<file path="src/rtl/match_controller.sv">
// Round/match sequencer: countdown -> fight -> round result -> next round until a player wins the match.
// Define MATCH_TIMEOUT_EN to give FIGHT a time limit; otherwise rounds end only by knockout.
module match_controller #(
  parameter int HEALTH_W      = 3,
  parameter int TIMER_W       = 7,
  parameter int TICK_DIV      = 60,
  parameter int COUNTDOWN_S   = 3,
  parameter int ROUND_TIME_S  = 99,
  parameter int RESULT_HOLD_S = 2,
  parameter int ROUNDS_TO_WIN = 2,
  parameter int MAX_ROUNDS    = 5
) (
  input  logic                clk,
  input  logic                reset,
  input  logic                start,
  input  logic [HEALTH_W-1:0] p1_health,
  input  logic [HEALTH_W-1:0] p2_health,
  output logic [2:0]          match_state,
  output logic [TIMER_W-1:0]  round_timer,
  output logic [2:0]          round_num,
  output logic [2:0]          p1_wins,
  output logic [2:0]          p2_wins,
  output logic [1:0]          round_result,
  output logic [1:0]          match_result,
  output logic                freeze,
  output logic                tick
);

  localparam int PW = (TICK_DIV > 1) ? $clog2(TICK_DIV) : 1;
  localparam logic [PW-1:0] PRESC_MAX = PW'(TICK_DIV - 1);

  localparam logic [2:0] S_IDLE      = 3'd0;
  localparam logic [2:0] S_COUNTDOWN = 3'd1;
  localparam logic [2:0] S_FIGHT     = 3'd2;
  localparam logic [2:0] S_ROUND_END = 3'd3;
  localparam logic [2:0] S_MATCH_END = 3'd4;

  localparam logic [1:0] R_NONE = 2'b00;
  localparam logic [1:0] R_P1   = 2'b01;
  localparam logic [1:0] R_P2   = 2'b10;
  localparam logic [1:0] R_DRAW = 2'b11;

  localparam logic [TIMER_W-1:0] T_ONE  = TIMER_W'(1);
  localparam logic [TIMER_W-1:0] T_CD   = TIMER_W'(COUNTDOWN_S);
  localparam logic [TIMER_W-1:0] T_HOLD = TIMER_W'(RESULT_HOLD_S);
  localparam logic [2:0]         WIN_MAX   = 3'(ROUNDS_TO_WIN);
  localparam logic [2:0]         ROUND_MAX = 3'(MAX_ROUNDS);

`ifdef MATCH_TIMEOUT_EN
  localparam logic [TIMER_W-1:0] T_FIGHT = TIMER_W'(ROUND_TIME_S);
`else
  localparam logic [TIMER_W-1:0] T_FIGHT = '0;
`endif

  if (COUNTDOWN_S < 1 || RESULT_HOLD_S < 1 || ROUNDS_TO_WIN < 1 || ROUND_TIME_S < 1 ||
      ROUND_TIME_S >= 2**TIMER_W || MAX_ROUNDS < 2*ROUNDS_TO_WIN-1 || MAX_ROUNDS > 7) begin : g_bad_params
    $error("match_controller: illegal parameter combination");
  end

  logic [2:0]         state_q, state_d;
  logic [TIMER_W-1:0] timer_q, timer_d;
  logic [2:0]         round_q, round_d;
  logic [2:0]         p1w_q, p1w_d;
  logic [2:0]         p2w_q, p2w_d;
  logic [1:0]         rres_q, rres_d;
  logic [1:0]         mres_q, mres_d;
  logic [PW-1:0]      presc_q, presc_d;
  logic               tick_q, tick_d;
  logic               freeze_q, freeze_d;
  logic               finish;
  logic [1:0]         res;
  logic               running_d;

  always_comb begin
    state_d = state_q;
    timer_d = timer_q;
    round_d = round_q;
    p1w_d   = p1w_q;
    p2w_d   = p2w_q;
    rres_d  = rres_q;
    mres_d  = mres_q;
    finish  = 1'b0;
    res     = R_NONE;
    case (state_q)
      S_IDLE: begin
        if (start) begin
          state_d = S_COUNTDOWN;
          timer_d = T_CD;
          round_d = 3'd1;
        end
      end
      S_COUNTDOWN: begin
        if (tick_q) begin
          if (timer_q == T_ONE) begin
            state_d = S_FIGHT;
            timer_d = T_FIGHT;
          end else begin
            timer_d = timer_q - T_ONE;
          end
        end
      end
      S_FIGHT: begin
        // A knockout on the same cycle as the final tick wins over the timeout rule.
        if (p1_health == '0 || p2_health == '0) begin
          finish = 1'b1;
          if (p1_health == '0 && p2_health == '0) res = R_DRAW;
          else if (p1_health == '0)               res = R_P2;
          else                                    res = R_P1;
        end
`ifdef MATCH_TIMEOUT_EN
        else if (tick_q) begin
          if (timer_q == T_ONE) begin
            finish = 1'b1;
            if (p1_health > p2_health)      res = R_P1;
            else if (p2_health > p1_health) res = R_P2;
            else                            res = R_DRAW;
          end else begin
            timer_d = timer_q - T_ONE;
          end
        end
`endif
        if (finish) begin
          state_d = S_ROUND_END;
          rres_d  = res;
          timer_d = T_HOLD;
          if (res == R_P1 && p1w_q < WIN_MAX) p1w_d = p1w_q + 3'd1;
          if (res == R_P2 && p2w_q < WIN_MAX) p2w_d = p2w_q + 3'd1;
        end
      end
      S_ROUND_END: begin
        if (tick_q) begin
          if (timer_q == T_ONE) begin
            if (p1w_q == WIN_MAX || p2w_q == WIN_MAX || round_q == ROUND_MAX) begin
              state_d = S_MATCH_END;
              timer_d = '0;
              if (p1w_q > p2w_q)      mres_d = R_P1;
              else if (p2w_q > p1w_q) mres_d = R_P2;
              else                    mres_d = R_DRAW;
            end else begin
              state_d = S_COUNTDOWN;
              timer_d = T_CD;
              rres_d  = R_NONE;
              if (round_q < ROUND_MAX) round_d = round_q + 3'd1;
            end
          end else begin
            timer_d = timer_q - T_ONE;
          end
        end
      end
      S_MATCH_END: begin
        if (start) begin
          state_d = S_IDLE;
          timer_d = '0;
          round_d = '0;
          p1w_d   = '0;
          p2w_d   = '0;
          rres_d  = R_NONE;
          mres_d  = R_NONE;
        end
      end
      default: state_d = S_IDLE;
    endcase
  end

  // Prescaler restarts on every state change so each phase begins on a whole second.
  always_comb begin
    running_d = (state_d == S_COUNTDOWN) || (state_d == S_FIGHT) || (state_d == S_ROUND_END);
    if (state_d != state_q || !running_d) presc_d = '0;
    else if (presc_q == PRESC_MAX)        presc_d = '0;
    else                                  presc_d = presc_q + PW'(1);
    tick_d   = running_d && (presc_d == PRESC_MAX);
    freeze_d = (state_d != S_FIGHT);
  end

  always_ff @(posedge clk) begin
    if (reset) begin
      state_q  <= S_IDLE;
      timer_q  <= '0;
      round_q  <= '0;
      p1w_q    <= '0;
      p2w_q    <= '0;
      rres_q   <= R_NONE;
      mres_q   <= R_NONE;
      presc_q  <= '0;
      tick_q   <= 1'b0;
      freeze_q <= 1'b1;
    end else begin
      state_q  <= state_d;
      timer_q  <= timer_d;
      round_q  <= round_d;
      p1w_q    <= p1w_d;
      p2w_q    <= p2w_d;
      rres_q   <= rres_d;
      mres_q   <= mres_d;
      presc_q  <= presc_d;
      tick_q   <= tick_d;
      freeze_q <= freeze_d;
    end
  end

  assign match_state  = state_q;
  assign round_timer  = timer_q;
  assign round_num    = round_q;
  assign p1_wins      = p1w_q;
  assign p2_wins      = p2w_q;
  assign round_result = rres_q;
  assign match_result = mres_q;
  assign freeze       = freeze_q;
  assign tick         = tick_q;

endmodule
</file>
<file path="config.mk">
export PLATFORM = sky130hd
export DESIGN_NAME = match_controller
export DESIGN_NICKNAME = d
export VERILOG_FILES = /design/src/rtl/match_controller.sv
export SDC_FILE = /design/constraint.sdc
export NUM_CORES = 1
export LEC_CHECK = 0
export BUFFER_PORTS_ARGS = -buffer_cell sky130_fd_sc_hd__clkbuf_2
export CORE_ASPECT_RATIO = 1.4
export CORE_MARGIN = 2
export CORE_UTILIZATION = 50
export CTS_CLUSTER_DIAMETER = 50
export DETAILED_ROUTE_END_ITERATION = 8
export GPL_ROUTABILITY_DRIVEN = 0
export PLACE_DENSITY = 0.73
export REMOVE_ABC_BUFFERS = 1
export SLEW_MARGIN = 20
export SYNTH_ARGS = -nofsm -noshare
export SYNTH_HDL_FRONTEND = slang
export SYNTH_SLANG_ARGS = --single-unit
</file>
<file path="constraint.sdc">
create_clock -name clk -period 2.4 [get_ports clk]
set_input_delay 0.48 -clock clk [delete_from_list [all_inputs] [get_ports clk]]
set_output_delay 0.48 -clock clk [all_outputs]
set_load 0.1 [all_outputs]
</file>
==> results of run 1 <==
==> layout make-up <==
class / count / area (um2)
fillers: 329 / 1310
inverters: 14 / 52.6
clock inverters: 1 / 5.00
repair buffers: 37 / 195
flip-flops and latches: 31 / 621
well taps: 40 / 50.0
clock buffers: 7 / 76.3
multi-input cells: 165 / 1040
==> cells in the final DEF, fill, tap and decap left out, types with 3 or more instances in the layout <==
cell / n
clkbuf_2: 33
ha_1: 12
a21oi_1: 16
nor3_1: 5
or3_1: 5
nand2b_1: 6
inv_1: 14
o21ai_0: 15
dfxtp_1: 31
nand3_1: 11
xnor2_1: 6
o31ai_1: 6
buf_4: 4
nor2_1: 23
o21a_1: 3
clkbuf_8: 5
nand4_1: 5
nor2b_1: 10
nand2_1: 13
==> routing by layer <==
| metal | share of wire | wire length [um] |
|---|---|---|
| met1 | 0.46 | 1820 |
| met2 | 0.48 | 1870 |
| met3 | 0.036 | 142 |
| met4 | 0.020 | 80 |
| met5 | 0 | 0 |
==> worst max path at each step <==
stage / endpoint / slack [ps] / startpoint
floorplan: round_timer[1] / -340 / p2_wins[0]
global route: match_result[1] / 320 / match_state[1]
detailed placement: round_timer[1] / 410 / p2_health[1]
CTS: match_state[2] / 420 / match_state[2]
global placement: round_timer[1] / 440 / p2_health[1]
finish: match_state[2] / 420 / match_state[2]
==> registers in the layout (all words and copies together) (netlist names) <==
register / cells
p1_wins: 3
match_state: 3
p2_wins: 3
round_num: 3
round_result: 2
tick: 1
presc_q: 6
match_result: 2
freeze: 1
round_timer: 7
==> stage by stage <==
stage	setup WS [ps]	TNS (ps)	hold WS [ps]	utilization
2_1_floorplan	-338	-2900	426	-
3_3_place_gp	441	0	448	0.584
3_5_place_dp	407	0	459	0.584
4_1_cts	423	0	470	0.608
5_1_grt	322	0	494	0.608
6_report	415	0	470	0.608
==> power groups by stage <==
stage,clock [mW],combinational (mW),sequential (mW)
2_1_floorplan,0,0.0547,0.588
3_3_place_gp,0,0.133,0.548
3_5_place_dp,0,0.133,0.547
4_1_cts,0.409,0.133,0.536
5_1_grt,0.430,0.145,0.537
6_report,0.399,0.134,0.536
==> cell families after synthesis <==
family | Yosys count | synth area share
AND/OR/NAND/NOR | 88 | 0.260
flip-flops | 31 | 0.356
AO/OA/AOI/OAI | 58 | 0.212
buffers and inverters | 21 | 0.0502
adder cells (fa/ha/maj) | 12 | 0.0861
XOR/XNOR | 7 | 0.0352
==> metrics.cfg, run 1 <==
[run_status]
status = finished clean

[sta]
hold_viol = 0
grt_setup_unrepaired = false
slew_viol_final = 0
fin_skew_ps = 7.41
period_share = 0.827
slew_headroom = 0.584
tightestPinTransition_ps = 619
min_period_ps = 1980
setup_viol = 0
fmax_ghz = 0.504

[critical_path]
r2r_cells = 5
r2r_start = match_state[1]
crit_buf_inv = 1
cp_data_arrival_time_ps = 1500
critical_path_required_ps = 1920
path_max_fanout = 15
criticalPathCategory = reg -> out
reg2reg_setup_slack_ps = 440
crit_family = flip-flops
rr_endpoint = match_result[0]
cp-start-kind = flop
crit_chain = clkbuf_2
cp_slowest_stage_delay_ps = 670
worstSetupEndpointType = output pin
cp_slowest_cell = dfxtp_1
cp.depth = 1

[clock_tree]
post-cts-setup-buffer-count = 0
clockBufferDepth = 2
numCtsBuffers = 5
cts_max_level = 2
cts_resized = 0
cts_tree = built
path_clk_slew_ps = 70
cts_hold_buffers = 0
clock_sinks = 31
root_buffer = clkbuf_8
worst_skew_pair.late_latency_ps = 280

[layout]
area_growth_pct = 16.7
nNetsFinal = 275
diodes = 0
fin_cells = 295
stdcell_area_mm2 = 0.00204
drive_above_1_share = 0.188

[drt]
ant_nets = 0
post_drt_wl_per_cell_um = 13.3
vias_per_cell = 5.73
drt_pre_antenna_iters = 4
initialDrtViolationCount = 38
drt_wl_total_um = 3910
drc_errors = 0
num_vias = 1689

[logic_synthesis]
ys_seq_area_frac = 0.356
netlist_area_mm2 = 0.00174
synthMostInstantiatedCell = dfxtp_1
yosysTopAreaCell = dfxtp_1
netlist_top_cells_count = 31 x dfxtp_1, 23 x nor2_1, 16 x a21oi_1, 15 x o21ai_0, 14 x inv_1
yosysTopAreaCellShare = 0.356
synth_edf_count = 0
ys_ff_latch = 31
syn_inst = 217
yosysUniqueCellTypes = 42
ys_warn_count = 0
synthFlopType = dfxtp_1
ys_async_sr_fraction = 0
syn_area_per_cell_um2 = 8.04
synth_area_leaders = dfxtp_1 36%, ha_1 8.6%, nor2_1 4.9%

[pwr]
ir_drop_mv = 0.435
p_switching_uw = 306
total_power_mw = 1.07
intPower_uw = 763
power_density_mw_per_mm2 = 525
seq_power_share = 0.501
clock_power_share = 0.374
switching_share = 0.287
p_leak_nw = 0.810
pwr-share-comb = 0.125

[floorplanning]
ios = 34
core-area_mm2 = 0.00335
die-area_mm2 = 0.00398
row_count = 25
die_x_um = 53.9
start_util = 0.521
die_h_um = 73.9

[global_route]
grt_pass1_vias = 1518
track_usage = 0.218
grt_max_degree = 19
grt_util_met1 = 0.265
grtUsageMet3 = 0.0508
grt_antenna_before_repair = 0
grt_first_pass_wirelength_um = 6440
use_met2 = 0.348
grt-busiest-layer = met2
grt_overflow_total = 0

[placement]
hpwl_um = 2840
portBuffers = 33
place_area_mm2 = 0.00195
dp_cells = 287

[min_path]
min_to = presc_q[0]
hold_depth = 1
hp-class = reg -> reg
hold_start = presc_q[0]

[job]
maxCapViolCount = 0

(Power assumes the default switching activity.)
==> inputs of run 2 (changes only) <==
--- a/config.mk
+++ b/config.mk
@@ -5,6 +5,7 @@
 export SDC_FILE = /design/constraint.sdc
 export NUM_CORES = 1
 export LEC_CHECK = 0
+export ABC_AREA = 1
 export BUFFER_PORTS_ARGS = -buffer_cell sky130_fd_sc_hd__clkbuf_2
 export CORE_ASPECT_RATIO = 1.4
 export CORE_MARGIN = 2
==> constraint.sdc (replaced) <==
create_clock -name clk -period 2 [get_ports clk]
set_input_delay 0.4 -clock clk [delete_from_list [all_inputs] [get_ports clk]]
set_output_delay 0.4 -clock clk [all_outputs]
set_load 0.1 [all_outputs]
==> run 2 against run 1 <==
Sequential cell count unchanged. Sequential power up 30%. Total power up 64%. Cell count grew 20%. Core utilization down 0.25 points. Clock power rose by 34%. Hold slack lost 28 ps. Synthesized cell count grew 25%. Die area is 7.6% higher. Critical path depth grew 12. Register-to-register slack worse by 210 ps. First-iteration DRC count fell by 47%. Critical path type is now reg -> reg. Largest power group unchanged.
==> metrics.cfg, run 2 <==
[min_path]
hold_depth = 2
hold_start = reset
min_to = round_num[0]
hp-class = in -> reg

[critical_path]
path_max_fanout = 6
criticalPathCategory = reg -> reg
rr_endpoint = presc_q[2]
r2r_start = p1_wins[0]
critical_path_required_ps = 2210
worstSetupEndpointType = flop
crit_chain = inv_1 -> ha_1 -> nand2_1 -> nand2_1 -> nor2_1 -> nand3_2 -> nor2_1 -> nor2_2 -> nand2_2 -> nand2_2 -> nor2_4 -> nand2_2 -> nor2_1
r2r_cells = 13
cp-start-kind = flop
cp_slowest_cell = dfxtp_1
cp_data_arrival_time_ps = 1980
reg2reg_setup_slack_ps = 230
cp_slowest_stage_delay_ps = 440

[pwr]
p_switching_uw = 668
switching_share = 0.380
pwr-share-comb = 0.300
clock_power_share = 0.304
seq_power_share = 0.395
power_density_mw_per_mm2 = 796
intPower_mw = 1.09
p_leak_nw = 1.05
ir_drop_mv = 0.612

[run_status]
status = finished clean

[floorplanning]
row_count = 26
die_h_um = 76.7
die-area_mm2 = 0.00429
start_util = 0.518
core-area_mm2 = 0.00364
ios = 34
die_x_um = 55.9

[drt]
drt_pre_antenna_iters = 4
initialDrtViolationCount = 20
post_drt_wl_per_cell_um = 11.3
ant_nets = 0
drt_wl_total_um = 4000
num_vias = 1771
vias_per_cell = 5.00
drc_errors = 0

[layout]
regArea_um2 = 621
fillers = 357
mostFrequentLayoutCell = nand2_1
largest_register_ffs = 7
drive_above_1_share = 0.253
diodes = 0
area_growth_pct = 17.1
fin_cells = 354
nNetsFinal = 332
multiInputGateArea_mm2 = 0.00111
layout_common_cells = 50 x nand2_1, 40 x nor2_1, 33 x clkbuf_2, 31 x inv_1, 31 x dfxtp_1

[global_route]
grt_max_degree = 11
grt_pass1_vias = 1685
grt_antenna_before_repair = 0
track_usage = 0.208
grt_first_pass_wirelength_um = 7080
grt_overflow_total = 0

[sta]
grt_setup_unrepaired = false
slew_viol_final = 0
tightestPinTransition_ps = 541
min_period_ps = 1770
hold_viol = 0
period_share = 0.885
timing.hold.ws_ps = 442
setup_slack_ps = 229
fin_skew_ps = 3.65
fmax_ghz = 0.565
slew_headroom = 0.641
setup_viol = 0

[logic_synthesis]
netlist_top_cells_count = 50 x nand2_1, 40 x nor2_1, 31 x dfxtp_1, 31 x inv_1, 15 x a21oi_1
yosysTopAreaCellShare = 0.329
synthMostInstantiatedCell = nand2_1
netlist_area_mm2 = 0.00189
yosysUniqueCellTypes = 34
synth_area_leaders = dfxtp_1 33%, nand2_1 10%, ha_1 8.0%
ys_async_sr_fraction = 0
yosysTopAreaCell = dfxtp_1
synth_edf_count = 0
ys_seq_area_frac = 0.329
syn_inst = 271
ys_warn_count = 0
syn_area_per_cell_um2 = 6.96
ys_ff_latch = 31
synthFlopType = dfxtp_1

[clock_tree]
cts_tree = built
clock_sinks = 31
cts_max_level = 2
clockBufferDepth = 2
cts_hold_buffers = 0
numCtsBuffers = 5
root_buffer = clkbuf_8
cts_resized = 0
worst_skew_pair.late_latency_ps = 280
path_clk_slew_ps = 60
post-cts-setup-buffer-count = 0

[placement]
portBuffers = 33
dp_cells = 346
hpwl_um = 3200
place_worst_setup_slack_ps = 247

[job]
maxCapViolCount = 0

-- run 2: cell types whose count changed after synthesis, moves of 7 or more --
cell     previous run  this run
nand2_2             0         8
inv_2               0         8
inv_1              14        31
nor2_2              1         8
nor2b_1            10         0
nand2_1            13        50
nor2_1             23        40
-- run 2: power groups by stage --
stage	Combinational [mW]	Clock, mW	Sequential [mW]
after floorplan	0.236	0	0.914
after global placement	0.529	0	0.706
after detailed placement	0.530	0	0.708
after CTS	0.532	0.557	0.695
after global routing	0.574	0.588	0.701
final	0.528	0.535	0.695
-- run 2: final cells by class --
type / instances / area share
Tap cell: 42 / 0.0238
Inverter: 40 / 0.0680
Multi-Input combinational cell: 199 / 0.503
Sequential cell: 31 / 0.281
Timing Repair Buffer: 34 / 0.0782
Clock buffer: 8 / 0.0454
-- run 2: kinds of logic (layout without fill, tap and decap cells) --
group,Yosys count,after routing,synth area share
xor+xnor,5,5,0.0232
buf+inv,41,82,0.0816
fa+ha+maj,12,12,0.0796
flops,31,31,0.329
compound gates,43,43,0.135
simple gates,139,139,0.352
-- run 2: worst max path at each step --
stage,from,endpoint,slack (ps),depth (start not counted)
finish,p1_wins[0],presc_q[2],230,13
global route,p1_wins[0],tick,30,13
CTS,match_state[2],match_state[2],230,1
detailed placement,p1_wins[0],presc_q[2],250,13
global placement,p2_health[1],round_timer[5],270,9
floorplan,p2_wins[0],tick,-340,11
-- run 2: per-layer routing --
layer  vias to the layer above  share of wire  GRT usage  routed length [um]
li1                        953              -          -                   -
met1                       768           0.42      0.223                1680
met3                        14          0.035     0.0489                 140
met2                        36           0.50      0.365                2020
met5                         -              0          0                   0
met4                         0          0.041      0.119                 164
-- run 2: worst max-delay path: cells and delay by family, from the launching register on --
kind                     cells  cell delay, ps
flip-flops                   1             440
buffers and inverters        1              80
AND/OR/NAND/NOR             11             990
adder cells (fa/ha/maj)      1             200
-- run 2: through the flow --
stage / cell area, um2 / power, mW / utilization / TNS [ps]
global placement: 2110 / 1.24 / 0.578 / 0
global route: 2210 / 1.86 / 0.606 / 0
floorplan: 1880 / 1.15 / - / -5590
finish: 2210 / 1.76 / 0.606 / 0
CTS: 2210 / 1.78 / 0.606 / 0
detailed placement: 2110 / 1.24 / 0.578 / 0
